### src/rtl/line_ctrl_pkg.sv
// Shared types for the line batch controller: state encoding, parameter
// defaults and the registered strobe bundle with its Moore decode.
package line_ctrl_pkg;

   localparam int STATE_W            = 4;
   localparam int PRE_CNT_W          = 4;
   localparam int DEF_LINE_CNT_W     = 8;
   localparam int DEF_PRECOMP_CYCLES = 2;
   localparam int DEF_FRAG_TIMEOUT   = 4096;
   localparam int DEF_TMO_W          = 13;

   typedef enum logic [STATE_W-1:0] {
      S_IDLE       = 4'd0,
      S_RST_PRE    = 4'd1,
      S_WAIT_PRE   = 4'd2,
      S_RST_FRAG   = 4'd3,
      S_START_FRAG = 4'd4,
      S_WAIT_FRAG  = 4'd5,
      S_NEXT_LINE  = 4'd6,
      S_FINISH     = 4'd7,
      S_ABORTED    = 4'd8
   } state_t;

   typedef struct packed {
      logic rst_pre;
      logic en_pre;
      logic rst_frag;
      logic start_frag;
      logic fb_we;
      logic en_fb_reg;
      logic busy;
      logic sys_finish;
      logic abort_ack;
   } strobe_t;

   // Pure Moore decode; the controller registers this from the next state.
   function automatic strobe_t decode_strobes(input state_t s);
      strobe_t o;
      o = '0;
      case (s)
         S_RST_PRE:    o.rst_pre    = 1'b1;
         S_WAIT_PRE:   o.en_pre     = 1'b1;
         S_RST_FRAG:   o.rst_frag   = 1'b1;
         S_START_FRAG: o.start_frag = 1'b1;
         S_WAIT_FRAG: begin
            o.fb_we     = 1'b1;
            o.en_fb_reg = 1'b1;
            o.en_pre    = 1'b1;
         end
         S_FINISH:     o.sys_finish = 1'b1;
         S_ABORTED:    o.abort_ack  = 1'b1;
         default:      o = '0;
      endcase
      o.busy = (s != S_IDLE);
      return o;
   endfunction

endpackage

### src/rtl/line_batch_controller_if.sv
// Command and datapath-control bundle between host, controller and the
// precompute / fragment generator datapath.
interface line_batch_controller_if
   import line_ctrl_pkg::*;
#(
   parameter int LINE_CNT_W = DEF_LINE_CNT_W
);

   logic                  start;
   logic [LINE_CNT_W-1:0] line_count;
   logic                  abort;
   logic                  frag_gen_finish;
   logic                  rst_Precomputed;
   logic                  en_Precomputed;
   logic                  rst_fragment;
   logic                  start_fragment;
   logic                  FB_WE;
   logic                  en_FB_reg;
   logic [LINE_CNT_W-1:0] line_idx;
   logic                  busy;
   logic                  sys_finish;
   logic                  timeout_err;
   logic                  abort_ack;

   // Controller side
   modport master (
      input  start, line_count, abort, frag_gen_finish,
      output rst_Precomputed, en_Precomputed, rst_fragment, start_fragment,
             FB_WE, en_FB_reg, line_idx, busy, sys_finish, timeout_err, abort_ack
   );

   // Host / datapath side
   modport slave (
      output start, line_count, abort, frag_gen_finish,
      input  rst_Precomputed, en_Precomputed, rst_fragment, start_fragment,
             FB_WE, en_FB_reg, line_idx, busy, sys_finish, timeout_err, abort_ack
   );

endinterface

### src/rtl/cycle_down_counter.sv
// Loadable down-counter that saturates at zero and flags it; used to time
// the precompute enable window.
module cycle_down_counter
   import line_ctrl_pkg::*;
#(
   parameter int W = PRE_CNT_W
) (
   input  logic         clk,
   input  logic         reset_n,
   input  logic         load,
   input  logic [W-1:0] load_value,
   input  logic         dec,
   output logic         zero
);

   logic [W-1:0] count_q;

   always_ff @(posedge clk or negedge reset_n) begin
      if (!reset_n) begin
         count_q <= '0;
      end else if (load) begin
         count_q <= load_value;
      end else if (dec && (count_q != '0)) begin
         count_q <= count_q - 1'b1;
      end
   end

   assign zero = (count_q == '0);

endmodule

### src/rtl/line_batch_controller.sv
// Batch sequencer: runs precompute reset/enable, fragment generation and
// framebuffer write for line_count lines, with watchdog and abort.
module line_batch_controller
   import line_ctrl_pkg::*;
#(
   parameter int LINE_CNT_W     = DEF_LINE_CNT_W,
   parameter int PRECOMP_CYCLES = DEF_PRECOMP_CYCLES,
   parameter int FRAG_TIMEOUT   = DEF_FRAG_TIMEOUT,
   parameter int TMO_W          = DEF_TMO_W
) (
   input  logic                    clk,
   input  logic                    reset_n,
   line_batch_controller_if.master bus
);

   localparam logic [PRE_CNT_W-1:0] PRE_LOAD = PRE_CNT_W'(PRECOMP_CYCLES - 1);
   localparam logic [TMO_W-1:0]     WDT_LAST =
      TMO_W'((FRAG_TIMEOUT == 0) ? 0 : FRAG_TIMEOUT - 1);
   localparam logic                 WDT_ON   = (FRAG_TIMEOUT != 0);

   state_t                state_q;
   state_t                state_next;
   strobe_t               strobe_q;
   logic [LINE_CNT_W-1:0] cnt_q;
   logic [LINE_CNT_W-1:0] line_idx_q;
   logic [TMO_W-1:0]      wdt_q;
   logic                  timeout_q;

   logic pre_load;
   logic pre_dec;
   logic pre_zero;
   logic last_line;
   logic wdt_expired;

   assign pre_load    = (state_q == S_RST_PRE);
   assign pre_dec     = (state_q == S_WAIT_PRE);
   assign last_line   = (line_idx_q == (cnt_q - 1'b1));
   assign wdt_expired = WDT_ON && (wdt_q == WDT_LAST);

   cycle_down_counter #(
      .W (PRE_CNT_W)
   ) u_pre_cnt (
      .clk        (clk),
      .reset_n    (reset_n),
      .load       (pre_load),
      .load_value (PRE_LOAD),
      .dec        (pre_dec),
      .zero       (pre_zero)
   );

   always_comb begin
      state_next = state_q;
      case (state_q)
         S_IDLE: begin
            if (bus.start) begin
               state_next = (bus.line_count == '0) ? S_FINISH : S_RST_PRE;
            end
         end
         S_RST_PRE:    state_next = S_WAIT_PRE;
         S_WAIT_PRE:   if (pre_zero) state_next = S_RST_FRAG;
         S_RST_FRAG:   state_next = S_START_FRAG;
         S_START_FRAG: state_next = S_WAIT_FRAG;
         S_WAIT_FRAG: begin
            // A finish arriving with the expiry still counts as success.
            if (bus.frag_gen_finish) begin
               state_next = last_line ? S_FINISH : S_NEXT_LINE;
            end else if (wdt_expired) begin
               state_next = S_FINISH;
            end
         end
         S_NEXT_LINE:  state_next = S_RST_PRE;
         S_FINISH:     state_next = S_IDLE;
         S_ABORTED:    state_next = S_IDLE;
         default:      state_next = S_IDLE;
      endcase
      if (bus.abort && (state_q != S_IDLE) && (state_q != S_ABORTED)) begin
         state_next = S_ABORTED;
      end
   end

   always_ff @(posedge clk or negedge reset_n) begin
      if (!reset_n) begin
         state_q    <= S_IDLE;
         strobe_q   <= '0;
         cnt_q      <= '0;
         line_idx_q <= '0;
         wdt_q      <= '0;
         timeout_q  <= 1'b0;
      end else begin
         state_q  <= state_next;
         strobe_q <= decode_strobes(state_next);

         if ((state_q == S_IDLE) && bus.start) begin
            cnt_q      <= bus.line_count;
            line_idx_q <= '0;
            timeout_q  <= 1'b0;
         end

         if ((state_q == S_NEXT_LINE) && (state_next == S_RST_PRE)) begin
            line_idx_q <= line_idx_q + 1'b1;
         end

         if (state_q == S_START_FRAG) begin
            wdt_q <= '0;
         end else if ((state_q == S_WAIT_FRAG) && WDT_ON) begin
            wdt_q <= wdt_q + 1'b1;
         end

         // Only the watchdog leaves WAIT_FRAG for FINISH without a finish strobe.
         if ((state_q == S_WAIT_FRAG) && (state_next == S_FINISH) && !bus.frag_gen_finish) begin
            timeout_q <= 1'b1;
         end
      end
   end

   assign bus.rst_Precomputed = strobe_q.rst_pre;
   assign bus.en_Precomputed  = strobe_q.en_pre;
   assign bus.rst_fragment    = strobe_q.rst_frag;
   assign bus.start_fragment  = strobe_q.start_frag;
   assign bus.FB_WE           = strobe_q.fb_we;
   assign bus.en_FB_reg       = strobe_q.en_fb_reg;
   assign bus.busy            = strobe_q.busy;
   assign bus.sys_finish      = strobe_q.sys_finish;
   assign bus.abort_ack       = strobe_q.abort_ack;
   assign bus.line_idx        = line_idx_q;
   assign bus.timeout_err     = timeout_q;

endmodule

### src/flat_wrapper.sv
// flat-port wrapper written by rule: the top's interface ports become plain ports
module line_batch_controller_flat import line_ctrl_pkg::*;
#(
   parameter int LINE_CNT_W     = DEF_LINE_CNT_W,
   parameter int PRECOMP_CYCLES = DEF_PRECOMP_CYCLES,
   parameter int FRAG_TIMEOUT   = DEF_FRAG_TIMEOUT,
   parameter int TMO_W          = DEF_TMO_W
)
  (clk, reset_n, bus_start, bus_line_count, bus_abort, bus_frag_gen_finish, bus_rst_Precomputed, bus_en_Precomputed, bus_rst_fragment, bus_start_fragment, bus_FB_WE, bus_en_FB_reg, bus_line_idx, bus_busy, bus_sys_finish, bus_timeout_err, bus_abort_ack);
  line_batch_controller_if #(.LINE_CNT_W(LINE_CNT_W)) bus_i ();
  input  logic clk;
  input  logic reset_n;
  input wire logic [$bits(bus_i.start)-1:0] bus_start;
  input wire logic [$bits(bus_i.line_count)-1:0] bus_line_count;
  input wire logic [$bits(bus_i.abort)-1:0] bus_abort;
  input wire logic [$bits(bus_i.frag_gen_finish)-1:0] bus_frag_gen_finish;
  output wire logic [$bits(bus_i.rst_Precomputed)-1:0] bus_rst_Precomputed;
  output wire logic [$bits(bus_i.en_Precomputed)-1:0] bus_en_Precomputed;
  output wire logic [$bits(bus_i.rst_fragment)-1:0] bus_rst_fragment;
  output wire logic [$bits(bus_i.start_fragment)-1:0] bus_start_fragment;
  output wire logic [$bits(bus_i.FB_WE)-1:0] bus_FB_WE;
  output wire logic [$bits(bus_i.en_FB_reg)-1:0] bus_en_FB_reg;
  output wire logic [$bits(bus_i.line_idx)-1:0] bus_line_idx;
  output wire logic [$bits(bus_i.busy)-1:0] bus_busy;
  output wire logic [$bits(bus_i.sys_finish)-1:0] bus_sys_finish;
  output wire logic [$bits(bus_i.timeout_err)-1:0] bus_timeout_err;
  output wire logic [$bits(bus_i.abort_ack)-1:0] bus_abort_ack;
  assign bus_i.start = bus_start;
  assign bus_i.line_count = bus_line_count;
  assign bus_i.abort = bus_abort;
  assign bus_i.frag_gen_finish = bus_frag_gen_finish;
  assign bus_rst_Precomputed = bus_i.rst_Precomputed;
  assign bus_en_Precomputed = bus_i.en_Precomputed;
  assign bus_rst_fragment = bus_i.rst_fragment;
  assign bus_start_fragment = bus_i.start_fragment;
  assign bus_FB_WE = bus_i.FB_WE;
  assign bus_en_FB_reg = bus_i.en_FB_reg;
  assign bus_line_idx = bus_i.line_idx;
  assign bus_busy = bus_i.busy;
  assign bus_sys_finish = bus_i.sys_finish;
  assign bus_timeout_err = bus_i.timeout_err;
  assign bus_abort_ack = bus_i.abort_ack;
  line_batch_controller #(.LINE_CNT_W(LINE_CNT_W), .PRECOMP_CYCLES(PRECOMP_CYCLES), .FRAG_TIMEOUT(FRAG_TIMEOUT), .TMO_W(TMO_W)) u_core (.clk(clk), .reset_n(reset_n), .bus(bus_i));
endmodule
### config.mk
export PLATFORM = sky130hd
export DESIGN_NAME = line_batch_controller_flat
export DESIGN_NICKNAME = d
export VERILOG_FILES = /design/src/rtl/line_ctrl_pkg.sv /design/src/rtl/line_batch_controller_if.sv /design/src/rtl/cycle_down_counter.sv /design/src/rtl/line_batch_controller.sv /design/src/flat_wrapper.sv
export SDC_FILE = /design/constraint.sdc
export NUM_CORES = 1
export LEC_CHECK = 0
export BUFFER_PORTS_ARGS = -buffer_cell sky130_fd_sc_hd__buf_4
export CORE_UTILIZATION = 55
export DETAILED_ROUTE_END_ITERATION = 7
export HOLD_SLACK_MARGIN = 0.08
export PLACE_DENSITY = 0.79
export SLEW_MARGIN = 15
export SYNTH_ARGS = -nofsm -noshare
export SYNTH_HDL_FRONTEND = slang
export SYNTH_HIERARCHICAL = 1
export SYNTH_SLANG_ARGS = --single-unit
### constraint.sdc
create_clock -name clk -period 5.4 [get_ports clk]
set_input_delay 0.27 -clock clk [delete_from_list [all_inputs] [get_ports clk]]
set_output_delay 0.27 -clock clk [all_outputs]
set_load 0.02 [all_outputs]
==> run_results.csv <==
group,metric,value,unit
run_status,status,"completed",
power,static_leakage,0.00131,µW
timing,fin_tns_setup,0,ps
layout,finalNetCount,308,
routing,dr.first_iter.drc_count,153,
clock_network,clock_insertion_delay_worst_skew,300,ps
routing,ant_nets,0,
yosys,synth.cells.most_frequent,"dfrtp_1, nand2_1, o21ai_0, nor3_1, nor2_1",
routing,dr.pass1.iters,4,
timing,min_period_over_period,43.7,%
setup_path,crit_path_end_kind,"flop",
yosys,synthTopCellsByArea,"dfrtp_1, o21ai_0, nand2_1",
yosys,netlist_area,2580,µm²
yosys,yosys_warnings,6,
yosys,combinational_family_with_the_most_area_after_synthesis,"simple AND/OR/NAND/NOR gates",
global_routing,grt_antenna_before_repair,0,
global_routing,grt_overflow,0,
setup_path,cp_startpoint_kind,"flop",
setup_path,timing.critical_path.cells,"inv_1 > ha_1 > or3b_2 > a211oi_2 > o2111ai_1 > o41a_1 > o21ba_1",
die,fp.dieW,70.5,µm
global_routing,gr-usage-all-layers,23.2,%
yosys,syn-mean-instance-area,9.86,µm²
timing,timing_max_transition_violations_final,0,
die,initial_core_util,58.1,%
timing,hold_viol,0,
place,finalWeightedCongestion,0.812,
layout,layout_cells_sized_above_1,19.2,%
die,die-height,70.5,µm
yosys,yosysTopAreaCellShare,44.6,%
layout,syn2layout_area_growth,12.1,%
power,pwr_density_cell,428,nW/µm²
die,placementRows,24,
place,io_buffers,30,
global_routing,first_global_vias,1921,
clock_network,cts_root_buffer,"clkbuf_8",
die,core-area,4440,µm²
timing,worst_slew_margin_rel,45.4,%
setup_path,critPathKind,"reg2reg",
clock_network,ctsHtreeMaxLevel,2,
layout,antenna-diode-count,0,
clock_network,clock-sinks,46,
setup_path,arrival,2560,ps
run,drv_cap,0,
yosys,synthSimpleGateAreaFrac,22.0,%
clock_network,cts_inserted_buffers,5,
setup_path,cp.required,5600,ps
clock_network,clock_slew_seen_by_the_registers_of_the_worst_setup_and_hold_paths,80,ps
timing,rsz0062_at_grt,"no",
place,dp_hpwl,3.57,mm
layout,end_of_flow_core_utilization,65.1,%
clock_network,clock_tree_from_tritoncts,"yes",
yosys,synth-xor-area-share,5.42,%
yosys,post_synthesis_compound_gate_area_fraction,15.6,%
place,detailedPlace.worstSlack,3040,ps
layout,largest_register_ff_count,13,
yosys,synth.lib_cells_used.distinct,56,
yosys,synth_sequential_area_ratio,44.6,%
yosys,ys_ff_latch,46,
yosys,synth_enable_flop_cells,0,
yosys,synthDominantAreaCellType,"dfrtp_1",
global_routing,grt_pass1_wl,9.03,mm
die,die-area,4980,µm²
timing,fmax,0.424,GHz
yosys,synth_flop_cell,"dfrtp_1",
timing,final.setup.worst_slack,3040,ps
yosys,synth_fa_ha_area_share,1.94,%
routing,drc,0,
timing,fin_skew,6.81,ps
hold_path,hold_path_class,"in2reg",
routing,post_dr_vias_cell,5.81,
clock_network,number_of_buffers_on_the_longest_clock_path,2,
setup_path,cp_slowest_cell,"or3b_2",
routing,detail_route.wl_per_cell,15.0,µm
power,peakVddDrop,0.000346,V
global_routing,grt_max_degree,47,
die,io-pin-count,31,
yosys,async_flop_share,100,%
setup_path,path_max_fanout,8,
timing,timing_worst_slew_pin_value,810,ps
yosys,synth_cells,262,
timing,fin_crit,2360,ps
yosys,muxShareOfSynthArea,5.04,%
routing,count_of_vias_placed_by_the_detailed_router,2000,
yosys,post-synth-top-count-cell,"dfrtp_1",
layout,max_flop_register,"u_core/wdt_q",
clock_network,post-cts-setup-buffer-count,0,
setup_path,crit_path_max_incr_delay,480,ps
routing,drt-total-wl,5.14,mm
timing,setup_violations,0,
-- where the power goes --
part,internal (µW),switching (µW)
clock network,103,113
registers,427,112
logic,231,254
total,761,478
-- area by class of cell --
type                            instances  area (µm²)
Inverter                               10        37.5
Fill cell                             381        1550
Tap cell                               52        65.1
Clock buffer                            7        86.3
Sequential cell                        46        1150
Timing Repair Buffer                   32         243
Clock inverter                          1        5.00
Multi-Input combinational cell        196        1310
-- metrics by stage --
step	cell area, µm²	total power [µW]	hold WS, ps	instances
4_1_cts	2900	1240	148	344
5_1_grt	2900	1330	151	344
6_report	2900	1240	158	344
3_5_place_dp	2790	1020	317	335
2_1_floorplan	2590	930	-25.6	264
3_3_place_gp	2790	1010	314	335
-- timing repair --
| action | CTS | global route |
|---|---|---|
| hold buffers | 1 | 0 |
| gates resized for setup | 0 | 0 |
| endpoints found under the hold margin | 46 | 0 |
-- cell usage in the layout, fill, tap and decap left out, types with 3 or more instances in the layout --
| cell type | netlist | layout |
|---|---|---|
| mux2_2 | 8 | 8 |
| o21ai_0 | 24 | 24 |
| ha_1 | 4 | 4 |
| conb_1 | 2 | 4 |
| a21oi_1 | 9 | 9 |
| nor4_1 | 4 | 4 |
| nand2_1 | 26 | 26 |
| nand2b_1 | 6 | 6 |
| clkbuf_8 | 2 | 6 |
| nand3_1 | 8 | 8 |
| o31a_1 | 3 | 3 |
| nor2_1 | 13 | 13 |
| mux2i_1 | 4 | 4 |
| dfrtp_1 | 46 | 46 |
| a22o_1 | 4 | 4 |
| a31oi_1 | 3 | 3 |
| nand4_1 | 4 | 4 |
| xnor2_1 | 6 | 6 |
| xor2_1 | 10 | 10 |
| or4_1 | 3 | 3 |
| nor3_1 | 14 | 14 |
| buf_4 | 2 | 31 |
| inv_1 | 10 | 10 |
-- layer usage --
metal | global-route usage [%] | wire length [µm] | up-vias
met5 | 0 | 0 | -
met4 | 8.89 | 92 | 0
met1 | 33.4 | 2450 | 956
li1 | - | - | 1001
met2 | 34.7 | 2420 | 35
met3 | 5.13 | 181 | 8
-- worst max-delay path, delay by kind of cell, from the launching register on --
kind	cells	cell delay [ps]
flip-flops	1	440
buffers and inverters	1	90
adder cells (fa/ha/maj)	1	190
AND/OR/NAND/NOR	1	480
AO/OA/AOI/OAI	4	1070
-- kinds of logic (layout without fill, tap and decap cells) --
| family | after synthesis | in the layout |
|---|---|---|
| fa+ha+maj | 4 | 4 |
| other cells | 2 | 4 |
| mux | 12 | 12 |
| simple gates | 99 | 99 |
| buf+inv | 22 | 50 |
| flops | 46 | 46 |
| xor+xnor | 16 | 16 |
| compound gates | 61 | 61 |
-- path summary, 6_finish.rpt --
check                                            start                        end  slack (ps)  cells after the start
worst max register to register         u_core/cnt_q[0]  u_core/bus.start_fragment        3040                      7
worst min-delay path               bus_frag_gen_finish     u_core/bus.timeout_err         160                      2
min in group asynchronous                      reset_n     u_core/bus.line_idx[6]         510                      2
max in group asynchronous                      reset_n            u_core/cnt_q[5]        4490                      2
worst max-delay path                   u_core/cnt_q[0]  u_core/bus.start_fragment        3040                      7
worst min register to register  u_core/bus.timeout_err     u_core/bus.timeout_err         530                      2
Power figures use the tool's default switching activity.
